--- src/rtl/dvp_pkg.sv ---
// Shared timing defaults, one-hot state encoding and width helpers for the
// DVP frame generator.
package dvp_pkg;

    localparam int unsigned H_ACTIVE_DEF  = 320;
    localparam int unsigned H_BLANK_DEF   = 64;
    localparam int unsigned V_ACTIVE_DEF  = 240;
    localparam int unsigned VSYNC_LEN_DEF = 2;
    localparam int unsigned V_BACK_DEF    = 2;
    localparam int unsigned V_FRONT_DEF   = 2;
    localparam int unsigned PIX_DIV_DEF   = 16;

    typedef enum logic [4:0] {
        IDLE   = 5'b00001,
        VSYNC  = 5'b00010,
        VBACK  = 5'b00100,
        ACTIVE = 5'b01000,
        VFRONT = 5'b10000
    } dvp_state_e;

    // Bits needed to count 0..n-1, never less than one.
    function automatic int unsigned cnt_width(input int unsigned n);
        return (n <= 32'd1) ? 32'd1 : $clog2(n);
    endfunction

    function automatic int unsigned max4(input int unsigned a, input int unsigned b,
                                         input int unsigned c, input int unsigned d);
        int unsigned m;
        m = a;
        if (b > m) m = b;
        if (c > m) m = c;
        if (d > m) m = d;
        return m;
    endfunction

endpackage

--- src/rtl/dvp_line_cnt.sv ---
// Pixel-slot divider and horizontal position counter; both rest at zero while
// the frame generator is idle.
module dvp_line_cnt
    import dvp_pkg::*;
#(
    parameter int unsigned PIX_DIV = PIX_DIV_DEF,
    parameter int unsigned H_TOTAL = H_ACTIVE_DEF + H_BLANK_DEF,
    localparam int unsigned DIV_W  = cnt_width(PIX_DIV),
    localparam int unsigned H_W    = cnt_width(H_TOTAL)
) (
    input  logic             clk,
    input  logic             rst_n,
    input  logic             run_i,
    output logic [DIV_W-1:0] div_o,
    output logic [H_W-1:0]   h_o,
    output logic [H_W-1:0]   h_nxt_o,
    output logic             line_end_o,
    output logic             line_end_nxt_o
);
    localparam logic [DIV_W-1:0] DIV_LAST = DIV_W'(PIX_DIV - 32'd1);
    localparam logic [H_W-1:0]   H_LAST   = H_W'(H_TOTAL - 32'd1);

    logic [DIV_W-1:0] div_q, div_d;
    logic [H_W-1:0]   h_q, h_d;

    // Next position: advance the divider, step h_cnt when the divider wraps.
    always_comb begin
        div_d = '0;
        h_d   = '0;
        if (run_i) begin
            if (div_q == DIV_LAST) begin
                div_d = '0;
                if (h_q == H_LAST) begin
                    h_d = '0;
                end else begin
                    h_d = h_q + H_W'(1);
                end
            end else begin
                div_d = div_q + DIV_W'(1);
                h_d   = h_q;
            end
        end else begin
            div_d = '0;
            h_d   = '0;
        end
    end

    // Counter state.
    always_ff @(posedge clk or negedge rst_n) begin
        if (!rst_n) begin
            div_q <= '0;
            h_q   <= '0;
        end else begin
            div_q <= div_d;
            h_q   <= h_d;
        end
    end

    assign div_o          = div_q;
    assign h_o            = h_q;
    assign h_nxt_o        = h_d;
    assign line_end_o     = run_i && (div_q == DIV_LAST) && (h_q == H_LAST);
    assign line_end_nxt_o = (div_d == DIV_LAST) && (h_d == H_LAST);

endmodule

--- src/rtl/dvp_frame_gen.sv ---
// DVP frame timing generator: paces an upstream RGB565 pixel stream into
// vsync/href/data_valid timing, substituting zero pixels on underflow.
module dvp_frame_gen
    import dvp_pkg::*;
#(
    parameter int unsigned H_ACTIVE  = H_ACTIVE_DEF,
    parameter int unsigned H_BLANK   = H_BLANK_DEF,
    parameter int unsigned V_ACTIVE  = V_ACTIVE_DEF,
    parameter int unsigned VSYNC_LEN = VSYNC_LEN_DEF,
    parameter int unsigned V_BACK    = V_BACK_DEF,
    parameter int unsigned V_FRONT   = V_FRONT_DEF,
    parameter int unsigned PIX_DIV   = PIX_DIV_DEF
) (
    input  logic        clk,
    input  logic        rst_n,
    input  logic        enable_i,
    input  logic        pix_valid_i,
    input  logic        pix_sof_i,
    input  logic [15:0] pix_data_i,
    output logic        pix_ready_o,
    output logic        vsync_o,
    output logic        href_o,
    output logic        data_valid_o,
    output logic [15:0] data_o,
    output logic        underflow_o,
    output logic        frame_done_o
);
    localparam int unsigned H_TOTAL = H_ACTIVE + H_BLANK;
    localparam int unsigned DIV_W   = cnt_width(PIX_DIV);
    localparam int unsigned H_W     = cnt_width(H_TOTAL);
    localparam int unsigned V_W     = cnt_width(max4(VSYNC_LEN, V_BACK, V_ACTIVE, V_FRONT));

    localparam logic [H_W-1:0] H_ACT_L = H_W'(H_ACTIVE);
    localparam logic [V_W-1:0] VS_LAST = V_W'(VSYNC_LEN - 32'd1);
    localparam logic [V_W-1:0] VB_LAST = V_W'(V_BACK - 32'd1);
    localparam logic [V_W-1:0] VA_LAST = V_W'(V_ACTIVE - 32'd1);
    localparam logic [V_W-1:0] VF_LAST = V_W'(V_FRONT - 32'd1);

    dvp_state_e       state_q, state_d;
    logic [V_W-1:0]   v_q, v_d;
    logic [DIV_W-1:0] div_s;
    logic [H_W-1:0]   h_s, h_nxt_s;
    logic             line_end_s, line_end_nxt_s, seg_end_s, ready_act_s;
    logic             vsync_q, href_q, dv_q, uf_q, fd_q;
    logic [15:0]      data_q;

    dvp_line_cnt #(
        .PIX_DIV (PIX_DIV),
        .H_TOTAL (H_TOTAL)
    ) u_line_cnt (
        .clk            (clk),
        .rst_n          (rst_n),
        .run_i          (state_q != IDLE),
        .div_o          (div_s),
        .h_o            (h_s),
        .h_nxt_o        (h_nxt_s),
        .line_end_o     (line_end_s),
        .line_end_nxt_o (line_end_nxt_s)
    );

    // Last line of the current vertical segment.
    always_comb begin
        seg_end_s = 1'b0;
        case (state_q)
            VSYNC:   seg_end_s = line_end_s && (v_q == VS_LAST);
            VBACK:   seg_end_s = line_end_s && (v_q == VB_LAST);
            ACTIVE:  seg_end_s = line_end_s && (v_q == VA_LAST);
            VFRONT:  seg_end_s = line_end_s && (v_q == VF_LAST);
            default: seg_end_s = 1'b0;
        endcase
    end

    // Frame sequencing; enable_i is only sampled in IDLE and at frame end.
    always_comb begin
        state_d = state_q;
        case (state_q)
            IDLE:    if (enable_i) state_d = VSYNC;  else state_d = IDLE;
            VSYNC:   if (seg_end_s) state_d = VBACK;  else state_d = VSYNC;
            VBACK:   if (seg_end_s) state_d = ACTIVE; else state_d = VBACK;
            ACTIVE:  if (seg_end_s) state_d = VFRONT; else state_d = ACTIVE;
            VFRONT: begin
                if (seg_end_s) begin
                    if (enable_i) state_d = VSYNC; else state_d = IDLE;
                end else begin
                    state_d = VFRONT;
                end
            end
            default: state_d = IDLE;
        endcase
    end

    // Line counter within the segment, restarting on every state change.
    always_comb begin
        v_d = v_q;
        if ((state_d != state_q) || (state_d == IDLE)) begin
            v_d = '0;
        end else if (line_end_s) begin
            v_d = v_q + V_W'(1);
        end else begin
            v_d = v_q;
        end
    end

    assign ready_act_s = (state_q == ACTIVE) && (h_s < H_ACT_L) && (div_s == '0);
    // In VBACK stale non-SOF pixels are drained so the SOF pixel lands first.
    assign pix_ready_o = ready_act_s ||
                         ((state_q == VBACK) && pix_valid_i && !pix_sof_i);

    // FSM and outputs, registered from next-state so they align with state_q.
    always_ff @(posedge clk or negedge rst_n) begin
        if (!rst_n) begin
            state_q <= IDLE;
            v_q     <= '0;
            vsync_q <= 1'b0;
            href_q  <= 1'b0;
            dv_q    <= 1'b0;
            uf_q    <= 1'b0;
            fd_q    <= 1'b0;
            data_q  <= 16'h0000;
        end else begin
            state_q <= state_d;
            v_q     <= v_d;
            vsync_q <= (state_d == VSYNC);
            href_q  <= (state_d == ACTIVE) && (h_nxt_s < H_ACT_L);
            dv_q    <= ready_act_s;
            fd_q    <= (state_d == VFRONT) && line_end_nxt_s && (v_d == VF_LAST);
            if (ready_act_s) begin
                data_q <= pix_valid_i ? pix_data_i : 16'h0000;
            end else begin
                data_q <= data_q;
            end
            if ((state_d == VSYNC) && (state_q != VSYNC)) begin
                uf_q <= 1'b0;
            end else if (ready_act_s && !pix_valid_i) begin
                uf_q <= 1'b1;
            end else begin
                uf_q <= uf_q;
            end
        end
    end

    assign vsync_o      = vsync_q;
    assign href_o       = href_q;
    assign data_valid_o = dv_q;
    assign data_o       = data_q;
    assign underflow_o  = uf_q;
    assign frame_done_o = fd_q;

endmodule

--- config.mk ---
export PLATFORM = sky130hd
export DESIGN_NAME = dvp_frame_gen
export DESIGN_NICKNAME = d
export VERILOG_FILES = /design/src/rtl/dvp_pkg.sv /design/src/rtl/dvp_line_cnt.sv /design/src/rtl/dvp_frame_gen.sv
export SDC_FILE = /design/constraint.sdc
export NUM_CORES = 1
export LEC_CHECK = 0
export ABC_AREA = 0
export BUFFER_PORTS_ARGS = -buffer_cell sky130_fd_sc_hd__buf_2
export CAP_MARGIN = 20
export CORE_MARGIN = 3
export CORE_UTILIZATION = 55
export CTS_CLUSTER_DIAMETER = 200
export DETAILED_ROUTE_END_ITERATION = 8
export GPL_ROUTABILITY_DRIVEN = 0
export PLACE_DENSITY = 0.81
export SLEW_MARGIN = 40
export SYNTH_ARGS = -nofsm -noshare
export SYNTH_HDL_FRONTEND = slang
export SYNTH_SLANG_ARGS = --single-unit
--- constraint.sdc ---
create_clock -name clk -period 3.25 [get_ports clk]
set_input_delay 0.8125 -clock clk [delete_from_list [all_inputs] [get_ports clk]]
set_output_delay 0.8125 -clock clk [all_outputs]
set_load 0.02 [all_outputs]
**Word-level counts from Yosys, hierarchy flattened**

Index checks and enable logic that the tools add are counted.

- Bits in writable memories: 0
- Latch bits: 0
- Bits in read-only memories: 0
- Flip-flop bits (word level): 47
- Memories: 0
- Output and inout port bits: 22

- $lt $le $gt $ge: 2
- Shift operators: 0
- Reduce and logical (&&, ||, !) cells: 21
- Mux-type cells: 17
- Equal/unequal tests: 19
- Multipliers: 0
- Bitwise logic cells: 0
- Divide/modulo/power cells: 0
- Add/sub/neg operators: 3

Operators with widths:

| cell | number |
|---|---|
| 2-to-1 mux 9 bit | 3 |
| one-hot mux 5 bit (5 select lines) | 1 |
| == test 9 bit, second input constant | 2 |
| less-than comparator 9 bit, second input constant | 2 |
| == test 8 x 1 -> 1 bit, second input constant | 2 |
| 2-to-1 mux 16 bit | 1 |
| 2-to-1 mux 8 bit | 2 |
| logical AND 1 bit | 14 |
| 2-to-1 mux 4 bit | 3 |
| == test 5 x 1 -> 1 bit, second input constant | 2 |
| == test 5 x 2 -> 1 bit, second input constant | 2 |
| == test 5 x 4 -> 1 bit, second input constant | 2 |
| == test 5 bit, second input constant | 2 |
| 2-to-1 mux 5 bit | 2 |
| adder 9 x 1 -> 9 bit, second input constant | 1 |
| adder 8 x 1 -> 8 bit, second input constant | 1 |
| == test 4 bit, second input constant | 2 |
| == test 8 bit, second input constant | 1 |
| == test 5 x 3 -> 1 bit, second input constant | 1 |
| != test 5 x 1 -> 1 bit, second input constant | 1 |
| != test 5 x 2 -> 1 bit, second input constant | 1 |
| != test 5 bit | 1 |
| adder 4 x 1 -> 4 bit, second input constant | 1 |
| logical NOT 4 bit | 1 |
| other kinds (8) | 11 |

**Longest topological paths before layout**

- Depth in word-level cells: 12
- Depth in mapped cells: 7

**Hierarchy**

Synthesis repeated with hierarchy kept, for this count alone.

- Cells, all modules: 282
- Area total of the unflattened synthesis: 2591.2 sq um

Modules (own cells, without submodules):

| module | area an instance (sq um) | times used | seq. area each (sq um) | cells each |
|---|---|---|---|---|
| dvp_frame_gen | 1806.7 | 1 | 852.1 | 197 |
| dvp_line_cnt | 784.5 | 1 | 325.3 | 85 |

**Worst setup path after synthesis**

Ideal clock, no wire load.

- Kind: flip-flop to output port
- Start: register state_q[0]
- End: output pix_ready_o
- Arrival: 1605 ps
- Stages on the path, launching flop included: 6
- Setup slack: 833 ps
- Path buffers: 2
- Cells stage by stage: dfstp_2 buf_6 and2b_2 nand4_1 clkbuf_1 o21ai_0

- Cells in the longest elaborated chain, start to end: 4

Ends and longest elaborated chain:

| element | RTL line | RTL |
|---|---|---|
| from (decl) | dvp_frame_gen.sv:39 | `dvp_state_e state_q, state_d;` |
| from (signal assigned) | dvp_frame_gen.sv:121 | `state_q <= state_d;` |
| == test 5 x 4 -> 1 bit / == test 5 x 3 -> 1 bit (equally long branches) | dvp_frame_gen.sv:104, dvp_frame_gen.sv:107 |  |
| logical AND 1 bit (on tied branches) (2 in a row) | dvp_frame_gen.sv:104, dvp_frame_gen.sv:107 |  |
| logical OR 1 bit * | dvp_frame_gen.sv:106 | `assign pix_ready_o = ready_act_s \|\|` |
| to (decl) | dvp_frame_gen.sv:20 | `output logic pix_ready_o,` |

Every way passes the cells marked *; elsewhere a longest branch is shown, timed or not.

**Worst setup path in the final report**

- Start: register state_q[1]
- End: output pix_ready_o

The elaborated chain is that of the path after synthesis.

==> out/results.tsv <==
metric	value	unit
status	finished clean	
post-synthesis simple-gate area fraction	26.9	%
Die H	72.8	um
# port buffers	42	
post-route insts no fill	356	
drt total wl	5350	um
placed cell count	348	
Netlist Area Pre-Place	0.00245	mm2
maximum number of pins on one net before global-route repair	48	
syn avg cell area	9.18	um2
Syn Nets	292	
GRT Residual Overflow	0	
RSZ-0062 raised after global routing	false	
initial antenna violation count	0	
distinct cell type count after synthesis	51	
fin area	0.00279	mm2
Worst setup EP type	output port	
FF-to-FF path depth	5	
row count	23	
clock sink count	47	
fraction of final layout cells with drive strength greater than 1	21.2	%
P_leak	0.00127	uW
leading area contributor after synthesis	dfrtp_1	
core area	0.00414	mm2
sequential cell area	0.00118	mm2
ANT cells	0	
drt drc	0	
Final setup viols	0	
largest family of logic cells by synthesized area	simple AND/OR/NAND/NOR gates	
compound-gate portion of the synthesized area	12.9	%
Area growth syn-to-layout	13.6	%
vias per cell	5.74	
min Tclk post-route	2.54	ns
critical path required time	2.44	ns
max-slew violations	0	
Synth Instances	267	
io pins	43	
clock slew at reported path FFs	0.09	ns
number of synthesized register bits	47	
DRT antenna net count	0	
mux cell area share after synthesis	1.28	%
area share of fa/ha/maj cells after synthesis	2.04	%
GRT Total Usage	21.6	%
hpwl dp	3790	um
worst hold slack	0.479	ns
Ys Warns	0	
most common library cells after synthesis	46 x dfrtp_1, 45 x nand2_1, 27 x o21ai_0	
first-pass GRT wire length	9050	um
CP max FO	11	
1st-iter DRT viols	183	
die width	72.8	um
pwr dens	504	mW/mm2
Worst VDD drop	0.311	mV
nets@finish	330	
CTS max path bufs	2	
Max Fclk	393	MHz
Cell Area, Placed	0.00267	mm2
normalized max-slew margin	58.3	%
final worst-path cycle share	78.3	%
critical path's slowest cell	dfrtp_1	
Async S/R FF share, synth	100	%
Tightest Pin Transition	0.620	ns
Hold Crit Depth	2	
cts bufs inserted	5	
Avg WL per Cell	15.0	um
Hold Path Class	reg2reg	
Max Cap Violations	0	
Final Hold Fails	0	
Max Clock Skew	0.00901	ns
crit start category	flop	
total negative slack	0	ns
vias in the first global route	1997	
Worst Setup Slack post-DPL	0.840	ns
Seq/Total Area, Yosys	48.0	%
CTS H-tree lvls	2	
multi-input logic area	0.00119	mm2
EDFF count, synth	0	
CTS root buf	clkbuf_8	
post-CTS setup buffer count	0	
Arr. time, crit path	1.73	ns
most common cell in the netlist	dfrtp_1	
hold_buf cts	0	
clock latency on the worst-skew pair	0.31	ns
worst path cell trace	nor3_1 -> nand4_1 -> o21ai_0 -> buf_2	
Worst Path Class, Setup	reg2out	
post-synth top area share	46.9	%
Initial Util	59.2	%
Fill cells	339	
Synth area leaders	dfrtp_1 47%, nand2_1 6.9%, o21ai_0 5.5%	
DRT Pass-1 Iters	4	
Most used DFF post-synth	dfrtp_1	
Vias	2043	
post-synthesis xor/xnor area fraction	5.36	%
Resized Gates After CTS	0	
Crit path largest cell delay	0.51	ns
total die area	0.00530	mm2
final setup margin	0.705	ns
CTS tree	built	
## final cells by class
class                      instances  area share (%)
inverter                           4           0.539
tap                               50            2.25
timing repair buffer              44            8.17
clock inverter                     3            1.66
sequential                        47            42.3
multi-input combinational        203            42.7
clock buffer                       5            2.47
## logic make-up (layout without fill, tap and decap cells)
logic type	count (synthesis)	in the layout
AO/OA/AOI/OAI	51	51
XOR/XNOR	15	15
AND/OR/NAND/NOR	130	130
flip-flops	47	47
buffers and inverters	17	56
adder cells (fa/ha/maj)	4	4
multiplexers	3	3
## state kept, by name (all words and copies together) (netlist names)
signal and count:
u_line_cnt.div_o 4, frame_done_o 1, vsync_o 1, data_o 16, state_q 5, u_line_cnt.h_o 9, underflow_o 1, v_q 8
data_valid_o 1, href_o 1
## final timing paths
check | startpoint | slack (ns) | end
setup / recovery | state_q[1] | 0.71 | pix_ready_o
hold / removal | data_o[9] | 0.48 | data_o[9]
setup reg to reg | state_q[1] | 0.74 | frame_done_o
hold reg to reg | data_o[9] | 0.48 | data_o[9]
max in group asynchronous | rst_n | 2.36 | v_q[0]
min in group asynchronous | rst_n | 0.50 | v_q[2]
## per-stage QoR
stage	util, %	power, uW
after floorplan	-	898
after global placement	64.4	967
after detailed placement	64.5	973
after CTS	67.2	1410
after global routing	67.2	1470
final	67.2	1400
## where the power goes
| part | total (uW) | internal, uW | switching, uW |
|---|---|---|---|
| sequential | 676 | 623 | 53.0 |
| clock | 436 | 232 | 205 |
| combinational | 291 | 108 | 183 |
| total | 1400 | 963 | 441 |
## worst max-delay path, delay by kind of cell, from the launching register on
family / cells / cell delay (ns)
buf+inv: 1 / 0.19
simple gates: 2 / 0.62
flops: 1 / 0.51
compound gates: 1 / 0.12
## placed cells by master (no fill, tap or decap), types with 2 or more instances in the layout
cell	instances
dfrtp_1	46
nand2_1	45
buf_2	41
o21ai_0	27
nor2_1	21
nand3_1	13
xor2_1	9
nand4_1	9
nor3_1	7
a21oi_1	7
xnor2_1	6
clkbuf_8	5
inv_1	4
nor4b_1	4
a211oi_1	4
ha_1	4
nor4_1	3
and2_1	3
and3_1	3
or2_2	3
nor2b_1	3
or3_1	3
buf_4	3
nand2b_1	2
mux2i_1	2
o21a_1	2
a31oi_1	2
## routing by layer
layer	up-vias	share of wire [%]	wire length (um)	global-route usage, %
met4	0	1.4	74	6.35
li1	1009	-	-	-
met3	10	4.1	220	5.79
met5	-	0	0	0
met2	53	50	2660	34.7
met1	971	45	2400	28.7
No activity file was read; power rests on OpenSTA's default activity.
